**src/rtl/arashi_cache_if.sv**
```systemverilog
// arashi_cache_if: thread-side write bus plus memory-side drain outputs of
// arashi_cache.
//
// Handshake: thread i raises w_ena[i] with its word on slice i of w_data and
// holds both until the cycle in which w_ack[i] is high. The word is taken at
// the clock edge that closes that cycle. w_data slice i must not change while
// w_ena[i]=1 and unacked. On the memory side there is no back-pressure. Each
// cache_ready pulse announces one word, and that word appears on cache2mem in
// the following cycle.
//
// Signals:
//   w_ena       thread -> cache  per-thread write request
//   w_data      thread -> cache  per-thread word, slice i = [(i+1)*DW-1 : i*DW]
//   w_ack       cache  -> thread one-hot grant, combinational
//   drain_en    ctrl   -> cache  allow the FIFO to drain
//   cache_ready cache  -> mem    one-cycle strobe per word
//   cache2mem   cache  -> mem    word, one cycle after its strobe
//   count       cache  -> ctrl   FIFO occupancy 0..DEPTH
//   full        cache  -> ctrl   count == DEPTH
interface arashi_cache_if #(
  parameter int DATA_WIDTH       = 32,
  parameter int THREAD_NUM_WIDTH = 2,
  parameter int DEPTH_WIDTH      = 3
);
  localparam int THREAD_NUM = 1 << THREAD_NUM_WIDTH;

  logic [THREAD_NUM-1:0]            w_ena;
  logic [DATA_WIDTH*THREAD_NUM-1:0] w_data;
  logic [THREAD_NUM-1:0]            w_ack;
  logic                             drain_en;
  logic                             cache_ready;
  logic [DATA_WIDTH-1:0]            cache2mem;
  logic [DEPTH_WIDTH:0]             count;
  logic                             full;

  modport master (
    output w_ena, w_data, drain_en,
    input  w_ack, cache_ready, cache2mem, count, full
  );

  modport slave (
    input  w_ena, w_data, drain_en,
    output w_ack, cache_ready, cache2mem, count, full
  );
endinterface

```
**src/rtl/arashi_cache.sv**
```systemverilog
// arashi_cache: upstream write collector for arashi_mem.
//
// A round-robin arbiter admits at most one thread word per cycle into a
// DEPTH-entry FIFO. The FIFO drains one word per cycle while drain_en=1.
// Each popped word produces a registered one-cycle cache_ready strobe. The
// word itself follows on cache2mem one cycle later. cache2mem holds its value
// until the next word replaces it.
//
// Ports:
//   clk   input  clock, all logic on posedge
//   rstn  input  asynchronous active-low reset
//   bus   arashi_cache_if.slave, carrying w_ena/w_data/w_ack, drain_en,
//         cache_ready/cache2mem, count and full
module arashi_cache #(
  parameter int DATA_WIDTH       = 32,
  parameter int THREAD_NUM_WIDTH = 2,
  parameter int DEPTH_WIDTH      = 3
) (
  input logic           clk,
  input logic           rstn,
  arashi_cache_if.slave bus
);
  localparam int THREAD_NUM = 1 << THREAD_NUM_WIDTH;
  localparam int DEPTH      = 1 << DEPTH_WIDTH;
  localparam logic [DEPTH_WIDTH:0] FULL_CNT = (DEPTH_WIDTH+1)'(DEPTH);

  logic [DATA_WIDTH-1:0]       mem_q [DEPTH];
  logic [DEPTH_WIDTH-1:0]      wr_ptr_q, wr_ptr_d;
  logic [DEPTH_WIDTH-1:0]      rd_ptr_q, rd_ptr_d;
  logic [DEPTH_WIDTH:0]        count_q, count_d;
  logic [THREAD_NUM_WIDTH-1:0] rr_ptr_q, rr_ptr_d;   // first thread searched
  logic                        ready_q, ready_d;
  logic [DATA_WIDTH-1:0]       stage_q, stage_d;     // popped word awaiting output
  logic [DATA_WIDTH-1:0]       c2m_q, c2m_d;

  logic                        full;
  logic                        grant_vld;
  logic [THREAD_NUM_WIDTH-1:0] grant_idx;
  logic [THREAD_NUM_WIDTH-1:0] cand;
  logic                        push;
  logic                        pop;
  logic [THREAD_NUM-1:0]       ack;
  logic [DATA_WIDTH-1:0]       push_data;

  // Full is taken from the current count only. A pop in the same cycle does
  // not open a slot for a push.
  assign full = (count_q == FULL_CNT);

  // Round-robin search beginning at rr_ptr_q. The index wraps on its own
  // because THREAD_NUM is a power of two.
  always_comb begin
    grant_vld = 1'b0;
    grant_idx = '0;
    cand      = '0;
    for (int k = 0; k < THREAD_NUM; k++) begin
      cand = rr_ptr_q + THREAD_NUM_WIDTH'(k);
      if (!grant_vld && bus.w_ena[cand]) begin
        grant_vld = 1'b1;
        grant_idx = cand;
      end
    end
  end

  // rstn gates the grant so that w_ack stays low throughout reset.
  assign push      = grant_vld && !full && rstn;
  assign pop       = bus.drain_en && (count_q != '0);
  assign push_data = bus.w_data[int'(grant_idx)*DATA_WIDTH +: DATA_WIDTH];

  always_comb begin
    ack            = '0;
    ack[grant_idx] = push;
  end

  always_comb begin
    wr_ptr_d = wr_ptr_q + DEPTH_WIDTH'(push);
    rd_ptr_d = rd_ptr_q + DEPTH_WIDTH'(pop);
    count_d  = count_q;
    case ({push, pop})
      2'b10:   count_d = count_q + 1'b1;
      2'b01:   count_d = count_q - 1'b1;
      default: count_d = count_q;
    endcase
    rr_ptr_d = push ? (grant_idx + THREAD_NUM_WIDTH'(1)) : rr_ptr_q;
    ready_d  = pop;
    stage_d  = pop ? mem_q[rd_ptr_q] : stage_q;
    // The word follows its strobe by one cycle and is then held.
    c2m_d    = ready_q ? stage_q : c2m_q;
  end

  always_ff @(posedge clk or negedge rstn) begin
    if (!rstn) begin
      wr_ptr_q <= '0;
      rd_ptr_q <= '0;
      count_q  <= '0;
      rr_ptr_q <= '0;
      ready_q  <= 1'b0;
      stage_q  <= '0;
      c2m_q    <= '0;
    end else begin
      wr_ptr_q <= wr_ptr_d;
      rd_ptr_q <= rd_ptr_d;
      count_q  <= count_d;
      rr_ptr_q <= rr_ptr_d;
      ready_q  <= ready_d;
      stage_q  <= stage_d;
      c2m_q    <= c2m_d;
    end
  end

  // The storage array needs no reset. Reset clears count, so stale entries
  // can never be read.
  always_ff @(posedge clk) begin
    if (push) begin
      mem_q[wr_ptr_q] <= push_data;
    end
  end

  assign bus.w_ack       = ack;
  assign bus.cache_ready = ready_q;
  assign bus.cache2mem   = c2m_q;
  assign bus.count       = count_q;
  assign bus.full        = full;
endmodule

```
**src/flat_wrapper.sv**
```systemverilog
// flat-port wrapper written by rule: the top's interface ports become plain ports
module arashi_cache_flat 
#(
  parameter int DATA_WIDTH       = 32,
  parameter int THREAD_NUM_WIDTH = 2,
  parameter int DEPTH_WIDTH      = 3
)
  (clk, rstn, bus_w_ena, bus_w_data, bus_drain_en, bus_w_ack, bus_cache_ready, bus_cache2mem, bus_count, bus_full);
  arashi_cache_if #(.DATA_WIDTH(DATA_WIDTH), .THREAD_NUM_WIDTH(THREAD_NUM_WIDTH), .DEPTH_WIDTH(DEPTH_WIDTH)) bus_i ();
  input logic clk;
  input logic rstn;
  input wire logic [$bits(bus_i.w_ena)-1:0] bus_w_ena;
  input wire logic [$bits(bus_i.w_data)-1:0] bus_w_data;
  input wire logic [$bits(bus_i.drain_en)-1:0] bus_drain_en;
  output wire logic [$bits(bus_i.w_ack)-1:0] bus_w_ack;
  output wire logic [$bits(bus_i.cache_ready)-1:0] bus_cache_ready;
  output wire logic [$bits(bus_i.cache2mem)-1:0] bus_cache2mem;
  output wire logic [$bits(bus_i.count)-1:0] bus_count;
  output wire logic [$bits(bus_i.full)-1:0] bus_full;
  assign bus_i.w_ena = bus_w_ena;
  assign bus_i.w_data = bus_w_data;
  assign bus_i.drain_en = bus_drain_en;
  assign bus_w_ack = bus_i.w_ack;
  assign bus_cache_ready = bus_i.cache_ready;
  assign bus_cache2mem = bus_i.cache2mem;
  assign bus_count = bus_i.count;
  assign bus_full = bus_i.full;
  arashi_cache #(.DATA_WIDTH(DATA_WIDTH), .THREAD_NUM_WIDTH(THREAD_NUM_WIDTH), .DEPTH_WIDTH(DEPTH_WIDTH)) u_core (.clk(clk), .rstn(rstn), .bus(bus_i));
endmodule
```
**config.mk**
```make
export PLATFORM = sky130hd
export DESIGN_NAME = arashi_cache_flat
export DESIGN_NICKNAME = d
export VERILOG_FILES = /design/src/rtl/arashi_cache_if.sv /design/src/rtl/arashi_cache.sv /design/src/flat_wrapper.sv
export SDC_FILE = /design/constraint.sdc
export NUM_CORES = 1
export LEC_CHECK = 0
export ABC_AREA = 1
export CAP_MARGIN = 20
export CORE_MARGIN = 5
export CORE_UTILIZATION = 45
export DETAILED_ROUTE_END_ITERATION = 16
export GPL_ROUTABILITY_DRIVEN = 0
export GPL_TIMING_DRIVEN = 0
export PLACE_DENSITY = 0.75
export SKIP_CTS_REPAIR_TIMING = 1
export SYNTH_ARGS = -nofsm -noshare
export SYNTH_HDL_FRONTEND = slang
export SYNTH_SLANG_ARGS = --single-unit
```
**constraint.sdc**
```tcl
create_clock -name clk -period 9.6 [get_ports clk]
set_clock_uncertainty 0.2 [all_clocks]
set_input_delay 2.88 -clock clk [delete_from_list [all_inputs] [get_ports clk]]
set_output_delay 2.88 -clock clk [all_outputs]
set_load 0.02 [all_outputs]
```
==> impl_metrics.json <==
{
  "nNetsFinal": 1748,
  "max-clock-path-buffers": 3,
  "path_max_fanout": 11,
  "fin_area_um2": 18600,
  "ant_nets": 0,
  "yosysWarnings": 0,
  "maxSlewHeadroom_pct": 40.6,
  "remaining_drc_errors": 0,
  "cts_buffers": 35,
  "hpwl_mm": 29.9,
  "wl_mm": 42.1,
  "synth_top_cell_by_area": "edfxtp_1",
  "arrival_ns": 5.45,
  "fin_crit_ns": 8.53,
  "layout-drive-gt1-share_pct": 6.88,
  "cp_common_cell": "inv_1",
  "ir_drop_v": 0.000274,
  "synthCells": 1380,
  "powerDensity_nw_per_um2": 402,
  "clock_latency_ns": 0.53,
  "cp-start-kind": "input pin",
  "synth-seq-cells": 333,
  "crit_chain": "clkdlybuf4s50_1 -> inv_1 -> nand2_1 -> nand3_1 -> nand2_2 -> nor2_4 -> nand3_1 -> nand2_1 -> nand2_2 -> buf_6 -> buf_6 -> inv_1 -> ha_1 -> inv_1 -> nor2_1 -> clkdlybuf4s50_1",
  "avgSynthCellArea_um2": 10.8,
  "worst_pin_slew_ns": 0.891,
  "utilization_pct": 57.0,
  "drv_cap": 0,
  "cp.required_ns": 6.52,
  "total_power_mw": 7.48,
  "rows": 66,
  "antenna_found_initial": 1,
  "crit_start": "bus_w_ena[1]",
  "grt_pass1_wl_mm": 64.1,
  "dieArea_um2": 36900,
  "reg2reg_from": "u_core.bus.count[2]$_DFFE_PN0P_",
  "setup-violations-final": 0,
  "gr-total-overflow": 0,
  "via_count": 11167,
  "clkSinkCount": 333,
  "p_leak_nw": 7.69,
  "fill_cells": 2722,
  "slowest_stage": "clkdlybuf4s50_1",
  "first_global_vias": 11166,
  "fp.dieW_um": 192,
  "min_path_type": "register to register",
  "grt_max_degree": 66,
  "io_pins": 177,
  "seqCellArea_um2": 9610,
  "period_share_pct": 88.9,
  "whs_ns": 0.306,
  "n_antenna_cell": 0,
  "crit_type": "input pin to output port",
  "grt_setup_unrepaired": "false",
  "min_from": "u_core.stage_q[10]$_DFFE_PN0P_",
  "areaGrowthSynthToFinish_pct": 24.7,
  "synth_cell_types": 30,
  "grt_usage_pct": 22.8,
  "start_util_pct": 45.7,
  "root_buffer": "clkbuf_16",
  "status": "completed",
  "drtPass1Iterations": 5,
  "max_stage_delay_ns": 0.63,
  "multiInputGateArea_um2": 4020,
  "netlist_area_um2": 14900,
  "cts_tree": "yes",
  "syn_nets": 1526,
  "viasPerCell": 5.39,
  "yosysSeqAreaShare_pct": 64.5,
  "ys_top_cells_by_area": "edfxtp_1 52%, dfrtp_1 13%, inv_1 6.2%",
  "wl_per_cell_um": 20.3,
  "coreArea_um2": 32600,
  "cts_max_level": 2,
  "portBuffers": 176,
  "final_hold_viol_count": 0,
  "max_freq_mhz": 117,
  "end_kind": "output port",
  "post_dp_cell_area_um2": 17500,
  "first_iter_violations": 1094,
  "clkTransAtPathRegs_ns": 0.06,
  "die_h_um": 192,
  "netlist.area_leader.share_pct": 51.6,
  "maxSlewViolCount": 0
}
[routing by layer]
| metal | global-route usage [%] | part of all wire [%] |
|---|---|---|
| met5 | 0 | 0 |
| met4 | 8.58 | 3.4 |
| met3 | 4.74 | 10 |
| met2 | 36.3 | 45 |
| met1 | 30.9 | 41 |
[final timing paths]
kind	end	slack [ns]	depth (start not counted)
worst max register to register	u_core.bus.count[2]$_DFFE_PN0P_	5.73	11
min in group asynchronous	u_core.rd_ptr_q[0]$_DFF_PN0_	2.03	1
worst max-delay path	bus_w_ack[1]	1.07	16
max in group asynchronous	u_core.bus.cache2mem[13]$_DFFE_PN0P_	6.55	2
worst min-delay path	u_core.bus.cache2mem[10]$_DFFE_PN0P_	0.31	2
worst min register to register	u_core.bus.cache2mem[10]$_DFFE_PN0P_	0.31	2
[logic make-up (layout without fill, tap and decap cells)]
group                      count (synthesis)  count (layout)  share of synthesized area, %
DFF                                      333             333                          64.5
and+or+nand+nor                          353             353                          10.4
adders and majority gates                 11              11                         0.923
AOI/OAI and AO/OA                        282             282                          10.6
muxes                                     64              64                          4.30
buffers and inverters                    331             580                          8.94
xor gates and xnor gates                   6               6                         0.352
[state kept, by name, indices dropped and copies added (netlist names)]
register and flops:
u_core.mem_q 256, u_core.bus.cache2mem 32, u_core.stage_q 32, u_core.bus.count 4
u_core.rd_ptr_q 3, u_core.wr_ptr_q 3, u_core.rr_ptr_q 2, u_core.bus.cache_ready 1
[final cells by class]
type	count	share of cell area, %
timing repair buffer	185	10.5
inverter	249	5.03
buffer	82	2.14
sequential	333	51.7
tap	442	2.97
multi-input combinational	716	21.6
clock buffer	52	5.33
clock inverter	12	0.666
[through the flow]
stage	instances	setup slack, ns	setup TNS [ns]
detailed placement	2007	1.07	0
global route	2071	0.879	0
CTS	2071	1.05	0
finish	2071	1.07	0
global placement	1998	-0.734	-105.78
floorplan	1380	2.20	0
[placed cells by master, fill, tap and decap left out, types with 10 or more instances in the layout]
| master | n |
|---|---|
| clkbuf_16 | 36 |
| ha_1 | 11 |
| a21oi_1 | 100 |
| buf_1 | 13 |
| mux2i_1 | 64 |
| nand3_1 | 153 |
| dfrtp_1 | 77 |
| o21ai_0 | 115 |
| nor2_4 | 10 |
| clkbuf_1 | 46 |
| edfxtp_1 | 256 |
| buf_2 | 24 |
| inv_1 | 245 |
| o211ai_1 | 64 |
| clkdlybuf4s50_1 | 175 |
| nor2_1 | 40 |
| nand2_1 | 142 |
[where the power goes]
part           switching [mW]  internal [mW]  total, mW
clock network           0.533          0.772       1.31
logic                    2.49          0.999       3.49
registers               0.136           2.55       2.69
total                    3.15           4.32       7.48
[critical path, delay by kind of cell]
kind	cells	cell delay, ns
adder cells (fa/ha/maj)	1	0.14
buffers and inverters	7	1.59
AND/OR/NAND/NOR	8	0.84
[synthesized netlist by cell type]
| cell type | instances |
|---|---|
| edfxtp_1 | 256 |
| inv_1 | 245 |
| nand3_1 | 153 |
| nand2_1 | 142 |
| o21ai_0 | 115 |
| a21oi_1 | 100 |
| dfrtp_1 | 77 |
| mux2i_1 | 64 |
| o211ai_1 | 64 |
| nor2_1 | 48 |
| clkbuf_1 | 33 |
| buf_2 | 24 |
| buf_1 | 13 |
| ha_1 | 11 |
| buf_4 | 8 |
| buf_6 | 4 |
| xor2_1 | 4 |
| inv_2 | 3 |
| nand2_2 | 3 |
| nor2_4 | 2 |
| xnor2_1 | 2 |
| a31oi_1 | 1 |
| clkinv_1 | 1 |
| nand3_2 | 1 |
| nand3b_1 | 1 |
| nand4_1 | 1 |
| nor4_1 | 1 |
| o21a_1 | 1 |
| o21ai_1 | 1 |
| or2_2 | 1 |
No activity file was read; power rests on OpenSTA's default activity.
